[config.mk]
export PLATFORM = sky130hd
export DESIGN_NAME = char_render_ctrl
export DESIGN_NICKNAME = d
export VERILOG_FILES = /design/src/rtl/char_render_ctrl.sv
export SDC_FILE = /design/constraint.sdc
export NUM_CORES = 1
export LEC_CHECK = 0
export ABC_AREA = 1
export CAP_MARGIN = 30
export CORE_ASPECT_RATIO = 0.6
export CORE_UTILIZATION = 40
export CTS_CLUSTER_SIZE = 30
export DETAILED_ROUTE_END_ITERATION = 16
export SLEW_MARGIN = 0
export SYNTH_ARGS = -nofsm -noshare
export SYNTH_HDL_FRONTEND = slang
export SYNTH_SLANG_ARGS = --single-unit
[constraint.sdc]
create_clock -name clk -period 2.5 [get_ports clk]
set_input_delay 0.25 -clock clk [delete_from_list [all_inputs] [get_ports clk]]
set_output_delay 0.25 -clock clk [all_outputs]
set_load 0.005 [all_outputs]
[src/rtl/char_render_ctrl.sv]
// char_render_ctrl: renders one scanline of text into the pixel buffer.
//
// Each character cell takes four reads: the character row buffer (code and
// attribute), font memory (8-bit pattern) and the palette twice (fg, bg).
// Every cell occupies one 8-cycle slot. The fetch for cell c+1 overlaps the
// eight pixel writes of cell c, so after a one-slot prologue the block writes
// one pixel every cycle until the line is complete.
//
// Ports:
//   clk, nrst            pixel clock, asynchronous active-low reset
//   start, font_line     launch pulse and scanline within the cell (sampled on start)
//   busy, done           line in progress / one-cycle pulse after the last write
//   chrowbuf_rd*         char row buffer read port (strobe active low)
//   fontmem_rd*          font memory read port (strobe active low)
//   palette_rd*          palette read port (strobe active low)
//   pixbuf_wr*           pixel buffer write port (strobe active low)
// Every read returns data in the cycle after its strobe is low.
module char_render_ctrl #(
  parameter int NCOLS       = 100,
  parameter int PIXBUF_BASE = 0
) (
  input  logic        clk,
  input  logic        nrst,
  input  logic        start,
  input  logic [3:0]  font_line,
  output logic        busy,
  output logic        done,
  output logic        chrowbuf_rd,
  output logic [7:0]  chrowbuf_rd_addr,
  input  logic [15:0] chrowbuf_rd_data,
  output logic        fontmem_rd,
  output logic [11:0] fontmem_rd_addr,
  input  logic [7:0]  fontmem_rd_data,
  output logic        palette_rd,
  output logic [7:0]  palette_rd_addr,
  input  logic [15:0] palette_rd_data,
  output logic        pixbuf_wr,
  output logic [9:0]  pixbuf_wr_addr,
  output logic [15:0] pixbuf_wr_data
);

  typedef enum logic [1:0] {IDLE, PROLOGUE, RENDER} state_t;

  localparam logic [7:0] LAST_COL = 8'(NCOLS - 1);
  localparam logic [9:0] BASE     = 10'(PIXBUF_BASE);

  state_t      st, st_n;
  logic [2:0]  ph, ph_n;     // phase within the current slot
  logic [7:0]  col, col_n;   // slot index (cell being written in RENDER)
  logic        done_n;
  logic [3:0]  fl;           // font_line latched at launch
  logic [3:0]  attr_bg;      // bg index held from p1 until its palette read at p3

  // "next" cell data being fetched, "current" cell data being written
  logic [7:0]  pat_nxt, pat_cur;
  logic [15:0] fg_nxt, bg_nxt, fg_cur, bg_cur;

  logic        fetch_en, fetch_en_n;
  logic [7:0]  fetch_col_n;
  logic [9:0]  wr_addr_n;
  logic [7:0]  pat_src;
  logic [15:0] fg_src, bg_src, pix_n;

  // Next-state logic; outputs below are registered from these next values so
  // that each strobe is low exactly in the cycle of its phase.
  always_comb begin
    st_n   = st;
    ph_n   = ph;
    col_n  = col;
    done_n = 1'b0;
    unique case (st)
      IDLE: begin
        // done is still high in the first IDLE cycle; a start there is too early
        if (start && !done) begin
          st_n  = PROLOGUE;
          ph_n  = 3'd0;
          col_n = 8'd0;
        end
      end
      PROLOGUE: begin
        ph_n = ph + 3'd1;
        if (ph == 3'd7) begin
          st_n  = RENDER;
          col_n = 8'd0;
        end
      end
      RENDER: begin
        ph_n = ph + 3'd1;
        if (ph == 3'd7) begin
          if (col == LAST_COL) begin
            st_n   = IDLE;
            done_n = 1'b1;
          end else begin
            col_n = col + 8'd1;
          end
        end
      end
      default: st_n = IDLE;
    endcase
  end

  // The last RENDER slot has no following column to fetch.
  assign fetch_en    = (st == PROLOGUE) || ((st == RENDER) && (col != LAST_COL));
  assign fetch_en_n  = (st_n == PROLOGUE) || ((st_n == RENDER) && (col_n != LAST_COL));
  assign fetch_col_n = (st_n == PROLOGUE) ? 8'd0 : col_n + 8'd1;
  assign wr_addr_n   = BASE + 10'({col_n, ph_n});

  // Entering p0 the next-cell registers are being copied to current, so the
  // first pixel of a slot is taken straight from the next-cell registers.
  always_comb begin
    pat_src = (ph == 3'd7) ? pat_nxt : pat_cur;
    fg_src  = (ph == 3'd7) ? fg_nxt  : fg_cur;
    bg_src  = (ph == 3'd7) ? bg_nxt  : bg_cur;
    pix_n   = pat_src[3'd7 - ph_n] ? fg_src : bg_src;
  end

  always_ff @(posedge clk or negedge nrst) begin
    if (!nrst) begin
      st               <= IDLE;
      ph               <= 3'd0;
      col              <= 8'd0;
      busy             <= 1'b0;
      done             <= 1'b0;
      fl               <= 4'd0;
      attr_bg          <= 4'd0;
      pat_nxt          <= 8'd0;
      pat_cur          <= 8'd0;
      fg_nxt           <= 16'd0;
      bg_nxt           <= 16'd0;
      fg_cur           <= 16'd0;
      bg_cur           <= 16'd0;
      chrowbuf_rd      <= 1'b1;
      chrowbuf_rd_addr <= 8'd0;
      fontmem_rd       <= 1'b1;
      fontmem_rd_addr  <= 12'd0;
      palette_rd       <= 1'b1;
      palette_rd_addr  <= 8'd0;
      pixbuf_wr        <= 1'b1;
      pixbuf_wr_addr   <= 10'd0;
      pixbuf_wr_data   <= 16'd0;
    end else begin
      st   <= st_n;
      ph   <= ph_n;
      col  <= col_n;
      done <= done_n;
      busy <= (st_n != IDLE);

      if ((st == IDLE) && (st_n == PROLOGUE)) fl <= font_line;

      // p0: char row buffer read
      chrowbuf_rd <= !(fetch_en_n && (ph_n == 3'd0));
      if (fetch_en_n && (ph_n == 3'd0)) chrowbuf_rd_addr <= fetch_col_n;

      // p2: font read and fg palette read, addressed from the row data of p1
      fontmem_rd <= !(fetch_en_n && (ph_n == 3'd2));
      palette_rd <= !(fetch_en_n && ((ph_n == 3'd2) || (ph_n == 3'd3)));
      if (fetch_en_n && (ph_n == 3'd2)) begin
        fontmem_rd_addr <= {chrowbuf_rd_data[15:8], fl};
        palette_rd_addr <= {4'h0, chrowbuf_rd_data[3:0]};
        attr_bg         <= chrowbuf_rd_data[7:4];
      end
      // p3: bg palette read
      if (fetch_en_n && (ph_n == 3'd3)) palette_rd_addr <= {4'h0, attr_bg};

      if (fetch_en && (ph == 3'd3)) begin
        pat_nxt <= fontmem_rd_data;
        fg_nxt  <= palette_rd_data;
      end
      if (fetch_en && (ph == 3'd4)) bg_nxt <= palette_rd_data;

      if ((st != IDLE) && (ph == 3'd7)) begin
        pat_cur <= pat_nxt;
        fg_cur  <= fg_nxt;
        bg_cur  <= bg_nxt;
      end

      pixbuf_wr <= !(st_n == RENDER);
      if (st_n == RENDER) begin
        pixbuf_wr_addr <= wr_addr_n;
        pixbuf_wr_data <= pix_n;
      end
    end
  end

endmodule

Word-level counts from Yosys, hierarchy flattened
Index checks and enable logic that the tools add are counted.
{"block": "op_classes", "n_addsub": 4, "mux": 24, "n_reduce_logical": 25, "eq_ne": 12, "order_cmp": 1}
{"op": "$mux W8", "n": 8}
{"op": "$mux W16", "n": 3}
{"op": "$pmux W8 S3", "n": 1}
{"op": "$add A8 B1 Y8 const B", "n": 2}
{"op": "$ne A8 B7 Y1 const B", "n": 2}
{"op": "$logic_and A1 B1 Y1", "n": 11}
{"op": "$eq A3 B2 Y1 const B", "n": 3}
{"op": "$eq A8 B7 Y1 const B", "n": 1}
{"op": "$mux W2", "n": 4}
{"op": "$eq A3 B3 Y1 const B", "n": 2}
{"op": "$pmux W2 S3", "n": 1}
{"op": "$pmux W3 S2", "n": 1}
{"op": "$reduce_bool A2 Y1", "n": 3}
{"op": "$logic_not A1 Y1", "n": 5}
{"op": "$eq A2 B1 Y1 const B", "n": 2}
{"op": "$eq A2 B2 Y1 const B", "n": 2}
{"op": "$lt A3 B4 Y1 const B", "n": 1}
{"op": "$mux W1", "n": 4}
{"op": "$add A3 B1 Y3 const B", "n": 1}
{"op": "$bmux W1 S3", "n": 1}
{"op": "$logic_not A3 Y1", "n": 1}
{"op": "$logic_or A1 B1 Y1", "n": 3}
{"op": "$mux W3", "n": 1}
{"op": "$sub A3 B3 Y3 const A", "n": 1}
{"op": "other kinds (2)", "n": 2}
{"block": "totals", "output_inout_bits": 60, "in_bits": 47, "elab_cells": 88, "reg_bits": 161}

Longest topological paths before layout
{"block": "depth", "ltp_word": 10, "depth_mapped": 18, "mapped_depth_nobuf": 18}

Worst setup path after synthesis
OpenSTA, ideal clock, no wires.
{"block": "synth_timing", "path_type": "register to register", "start": "reg ph[0]", "end": "reg fontmem_rd_addr[2]", "arrival_time_ns": 2.304, "stages_incl_launch_ff": 16, "n_path_buf": 2, "setup_ns": 0.117, "slack_ns": 0.079, "period_less_slack_ns": 2.421, "required_time_ns": 2.383, "path_cell_list": "dfrtp_1 ha_1 ha_1 buf_2 o21ai_1 o21ai_0 o21ai_2 ha_1 nand3_1 nor2_1 nand2_2 nand2_4 nand2_4 nand3_4 buf_6 o21ai_2"}
{"block": "synth_between", "elab_chain_cells": 7, "elab_cells_between_ends": 17, "cone_classes": "1 x add/sub; 5 x eq/ne; 8 x mux; 3 x reduce/logical"}
{"item": "start, declared", "line_no": "48", "source": "logic [2:0] ph, ph_n;"}
{"item": "start signal, assigned", "line_no": "143", "source": "ph <= ph_n;"}
{"item": "$eq A3 B3 Y1 (*)", "line_no": "82, 89"}
{"item": "$mux W8 (on tied branches)", "line_no": "89, 82"}
{"item": "$pmux W8 S3 (*)", "line_no": "71", "source": "unique case (st)"}
{"item": "via col_n[0]", "line_no": "49", "source": "logic [7:0] col, col_n;"}
{"item": "$ne A8 B7 Y1 (*)", "line_no": "104", "source": "assign fetch_en_n = (st_n == PROLOGUE) || ((st_n == RENDER) && (col_n != LAST_COL));"}
{"item": "$logic_and A1 B1 Y1 (*)", "line_no": "104"}
{"item": "$logic_or A1 B1 Y1 (*)", "line_no": "104"}
{"item": "$logic_and A1 B1 Y1 (*)", "line_no": "157", "source": "if (fetch_en_n && (ph_n == 3'd2)) begin"}
{"item": "end signal, assigned", "line_no": "158", "source": "fontmem_rd_addr <= {chrowbuf_rd_data[15:8], fl};"}
{"item": "end, declared", "line_no": "32", "source": "output logic [11:0] fontmem_rd_addr,"}
The timed path passes the listed nets; every way through them passes the cells marked *.
A chain may end at the register's enable or synchronous reset.

Final worst setup path
{"block": "layout_timing", "start": "reg ph[0]", "end": "reg attr_bg[3]"}
{"block": "layout_between", "elab_chain_cells": 7, "elab_cells_between_ends": 17, "cone_classes": "1 x add/sub; 5 x eq/ne; 8 x mux; 3 x reduce/logical"}
{"item": "$eq A3 B3 Y1", "line_no": "82, 89"}
{"item": "$mux W8, or another cell as far along", "line_no": "89", "source": "if (ph == 3'd7) begin"}
{"item": "$pmux W8 S3 / $pmux W2 S3 (equally long branches)", "line_no": "71"}
{"item": "$ne A8 B7 Y1 / $eq A2 B2 Y1 (equally long branches)", "line_no": "104"}
{"item": "$logic_and A1 B1 Y1", "line_no": "104"}
{"item": "$logic_or A1 B1 Y1", "line_no": "104"}
{"item": "$logic_and A1 B1 Y1 (*)", "line_no": "157"}
{"item": "end signal, assigned", "line_no": "160", "source": "attr_bg <= chrowbuf_rd_data[7:4];"}
{"item": "end, declared", "line_no": "52", "source": "logic [3:0] attr_bg;"}
Every way passes the cells marked *; elsewhere a longest branch is shown, timed or not.

==> flow_summary.rst <==
.. list-table::
   :header-rows: 1

   * - Metric
     - Value
   * - Part of the cycle the worst path needs
     - 95.59%
   * - Worst-case setup slack after placement
     - 0.03633 ns
   * - Clock insertion delay at the later pin of the skew report
     - 0.43 ns
   * - Initial antenna violation count
     - 0
   * - Status
     - complete, no violations
   * - Met3 Routed Length
     - 1185 um
   * - H-Tree Depth
     - 4
   * - Maximum fanout along the worst path
     - 7
   * - Worst clock skew on the final layout
     - 0.01366 ns
   * - EDFF count, synth
     - 0
   * - Detailed-routing wirelength on met1
     - 10,070 um
   * - Async set-reset flop share out of synthesis
     - 100.0%
   * - Chip Height
     - 107.7 um
   * - Core Rows
     - 38
   * - Slowest cell delay on critical path
     - 0.39 ns
   * - Met2 wire length
     - 6821 um
   * - Switch share
     - 36.59%
   * - Cell count after synthesis
     - 902
   * - Area growth syn-to-layout
     - 29.89%
   * - Critical Path Source
     - ph[0]
   * - Drt wl/cell
     - 14.22 um
   * - WP data arrival
     - 2.71 ns
   * - Final count of hold timing violations
     - 0
   * - Final max-slew violation count
     - 0
   * - Pin count of the biggest net entering global routing
     - 81
   * - Unrepaired setup endpoints after global routing
     - true
   * - Path category of the worst min-delay check
     - input port to async pin
   * - Power density over cell area
     - 1110 nW/um2
   * - Maximum operating frequency
     - 418.4 MHz
   * - Post-synthesis sequential area ratio
     - 52.86%
   * - Vias after detailed routing
     - 6,079
   * - Required time reported for the critical path endpoint
     - 2.82 ns
   * - Number of register bits inferred by synthesis
     - 157
   * - DRC violation total after the first TritonRoute iteration
     - 474
   * - Residual antenna-violating net count after detailed routing
     - 0
   * - Synthesized area per cell
     - 8.251 um2
   * - Static leakage
     - 0.004706 uW
   * - Non-filler cells, final
     - 1,283
   * - First-pass GRT wire length
     - 29,200 um
   * - Combinational fraction of design power
     - 39.8%
   * - Initial Util
     - 41.08%
   * - Vias in the first global route
     - 5,271
   * - DRC violation count after routing
     - 0
   * - Post-placement cell count
     - 1,241
   * - Global placer's final weighted congestion
     - 0.8805
   * - Number of sinks driven by the clock tree
     - 157
   * - Worst Setup Start Kind
     - register
   * - Horizontal die dimension
     - 178.1 um
   * - Type of destination of the critical path
     - register
   * - Clock tree from TritonCTS
     - built
   * - Slew at the pin closest to its max-slew limit
     - 0.6053 ns
   * - 1st-pass router iterations
     - 8
   * - Relative contribution of the clock network to total power
     - 23.8%
   * - Area after detailed placement
     - 8895 um2
   * - Number of antenna cells inserted
     - 0
   * - Worst slew margin
     - 59.65%
   * - Highest metal used
     - met4
   * - Most used flip-flop cell after synthesis
     - sky130_fd_sc_hd__dfrtp_1
   * - Total global routing track utilization
     - 19.93%
   * - Internal power contribution
     - 6804 uW
   * - Standard cell core area
     - 18,110 um2
   * - Root buffer cell
     - sky130_fd_sc_hd__clkbuf_16
   * - Share of power burned in registers
     - 36.4%
   * - Count of unique library cells instantiated by Yosys
     - 36
   * - Slowest stage cell on the critical path
     - sky130_fd_sc_hd__dfrtp_1
   * - Total standard cell area after synthesis
     - 7442 um2
   * - Max Cap Viol
     - 0
   * - Hold Worst Slack
     - 0.3578 ns
   * - Number of port buffers
     - 102
   * - Clk slew on worst S/H paths
     - 0.07 ns
   * - Die Outline Area
     - 19,170 um2
   * - WL final
     - 18,250 um
   * - Max VDD drop
     - 0.0005356 V
   * - Reg-to-reg startpoint
     - ph[0]
   * - I/O pin total
     - 107
   * - Category of the critical setup timing path
     - register to register
   * - Max Buffers Root-to-Sink
     - 2
   * - Remaining global-route overflow
     - 0
   * - Cts bufs inserted
     - 17
   * - Final worst-path setup slack
     - 0.1102 ns
   * - HPWL Detailed
     - 12,680 um
   * - Crit path time final
     - 2.390 ns
   * - Critical path cell sequence
     - ha_4 -> ha_4 -> inv_2 -> nand2_2 -> nand3_2 -> buf_6 -> o21ai_0 -> nand3_1 -> nand3_2 -> nor2_2 -> nand2_2 -> nand2_4 -> nand2_8 -> nand3_4 -> buf_4 -> nand2_1 -> o21ai_2
   * - Switching power
     - 3927 uW
   * - Number of warnings issued by yosys
     - 0
   * - Net count reported at finish
     - 1,087
   * - Number of vias per cell after detailed routing
     - 4.738
   * - Proportion of layout cells with a drive suffix above 1
     - 14.29%
   * - Count of final setup violators
     - 0
   * - Post-route cell area
     - 9667 um2
worst paths after layout:
check                      slack [ns]  cells past startpoint                  end
max                              0.11                     17           attr_bg[3]
min                              0.36                      2  chrowbuf_rd_addr[7]
max reg2reg                      0.11                     17           attr_bg[3]
min reg2reg                      0.48                      2    pixbuf_wr_data[8]
max in group asynchronous        1.41                      3                st[1]
min in group clk                 0.37                      3           attr_bg[2]
power groups by stage:
stage	registers (uW)	logic, uW	clock network, uW
6_report	3910	4270	2550
2_1_floorplan	3880	2630	0
3_3_place_gp	3930	4090	0
3_5_place_dp	3940	4130	0
5_1_grt	4030	4810	2730
4_1_cts	3910	4150	2610
flip-flops by register name, indices dropped and copies added (netlist names):
| signal | count |
|---|---|
| attr_bg | 4 |
| bg_cur | 16 |
| bg_nxt | 16 |
| busy | 1 |
| chrowbuf_rd | 1 |
| chrowbuf_rd_addr | 8 |
| col | 8 |
| done | 1 |
| fg_cur | 16 |
| fg_nxt | 16 |
| fl | 4 |
| fontmem_rd | 1 |
| fontmem_rd_addr | 12 |
| palette_rd | 1 |
| palette_rd_addr | 4 |
| pat_cur | 8 |
| pat_nxt | 8 |
| ph | 3 |
| pixbuf_wr | 1 |
| pixbuf_wr_addr | 10 |
| pixbuf_wr_data | 16 |
| st | 2 |
critical path, delay by kind of cell, from the launching register on:
kind,cells,cell delay [ns]
AND/OR/NAND/NOR,10,0.98
buffers and inverters,3,0.41
flip-flops,1,0.39
adder cells (fa/ha/maj),2,0.33
AO/OA/AOI/OAI,2,0.13
cell usage after synthesis, types with 3 or more instances:
cell type | number | share of area (%)
sky130_fd_sc_hd__o211ai_1 | 4 | 0.40
sky130_fd_sc_hd__dfrtp_1 | 153 | 51
sky130_fd_sc_hd__inv_2 | 6 | 0.30
sky130_fd_sc_hd__nor3_1 | 3 | 0.20
sky130_fd_sc_hd__o21ai_2 | 21 | 2.5
sky130_fd_sc_hd__inv_1 | 113 | 5.7
sky130_fd_sc_hd__nor2_1 | 27 | 1.4
sky130_fd_sc_hd__dfstp_2 | 4 | 1.4
sky130_fd_sc_hd__o21ai_1 | 4 | 0.27
sky130_fd_sc_hd__nand4_1 | 3 | 0.25
sky130_fd_sc_hd__nand2_2 | 10 | 0.84
sky130_fd_sc_hd__nand3_1 | 65 | 4.4
sky130_fd_sc_hd__nand2_4 | 4 | 0.61
sky130_fd_sc_hd__buf_2 | 8 | 0.54
sky130_fd_sc_hd__clkbuf_1 | 22 | 1.1
sky130_fd_sc_hd__buf_6 | 4 | 0.61
sky130_fd_sc_hd__nand2_1 | 274 | 14
sky130_fd_sc_hd__ha_1 | 10 | 1.7
sky130_fd_sc_hd__a21oi_1 | 17 | 1.1
sky130_fd_sc_hd__buf_4 | 6 | 0.61
sky130_fd_sc_hd__o21ai_0 | 124 | 8.3
logic make-up after synthesis:
logic type | share of synthesized area [%]
simple gates | 22.93
compound gates | 13.32
buf+inv | 9.163
flops | 52.86
fa+ha+maj | 1.681
other cells | 0.05039
layout make-up:
cell class              instances  area (um2)
clock buffers                  18       429.2
fillers                      1713        8448
well taps                     240       300.3
flip-flops and latches        157        3935
clock inverters                14       143.9
multi-input cells             586        2922
inverters                     120       452.9
repair buffers                148        1484
layer usage:
metal,track usage [%],vias to the layer above
met5,0,-
met4,6.105,0
li1,-,3102
met1,33.44,2764
met3,4.449,13
met2,23.96,200
layout by cell type (no fill, tap or decap), types with 3 or more instances in the layout:
master                              n
sky130_fd_sc_hd__nand3_1           64
sky130_fd_sc_hd__nand2_1          271
sky130_fd_sc_hd__ha_1               5
sky130_fd_sc_hd__nor2_4             3
sky130_fd_sc_hd__dfstp_2            4
sky130_fd_sc_hd__nand4_1            3
sky130_fd_sc_hd__nor2_1            24
sky130_fd_sc_hd__o21ai_1            4
sky130_fd_sc_hd__nand2_2           13
sky130_fd_sc_hd__clkinv_2           4
sky130_fd_sc_hd__conb_1             4
sky130_fd_sc_hd__ha_4               3
sky130_fd_sc_hd__inv_2              5
sky130_fd_sc_hd__buf_4             36
sky130_fd_sc_hd__a21oi_1           17
sky130_fd_sc_hd__clkinvlp_4         5
sky130_fd_sc_hd__nor2_2             4
sky130_fd_sc_hd__o211ai_1           4
sky130_fd_sc_hd__nand2_4            3
sky130_fd_sc_hd__clkbuf_16         19
sky130_fd_sc_hd__dfrtp_1          152
sky130_fd_sc_hd__buf_12             6
sky130_fd_sc_hd__inv_1            113
sky130_fd_sc_hd__o21ai_0          124
sky130_fd_sc_hd__clkdlybuf4s50_1  101
sky130_fd_sc_hd__o21ai_2           20
sky130_fd_sc_hd__nor3_1             3
sky130_fd_sc_hd__nand3_2            3
timing repair:
item	CTS	global route
hold buffers	1	0
resized for setup	0	19
buffers inserted	0	7
hold endpoints to repair	53	0
endpoints found under the setup margin	0	53
through the flow:
step,total power [uW],TNS (ns),utilization [%]
2_1_floorplan,6507,0,-
3_3_place_gp,8021,0,49.10
3_5_place_dp,8079,0,49.10
4_1_cts,10670,0,52.32
5_1_grt,11580,-0.2898,53.36
6_report,10730,0,53.36
(Power assumes the default switching activity.)
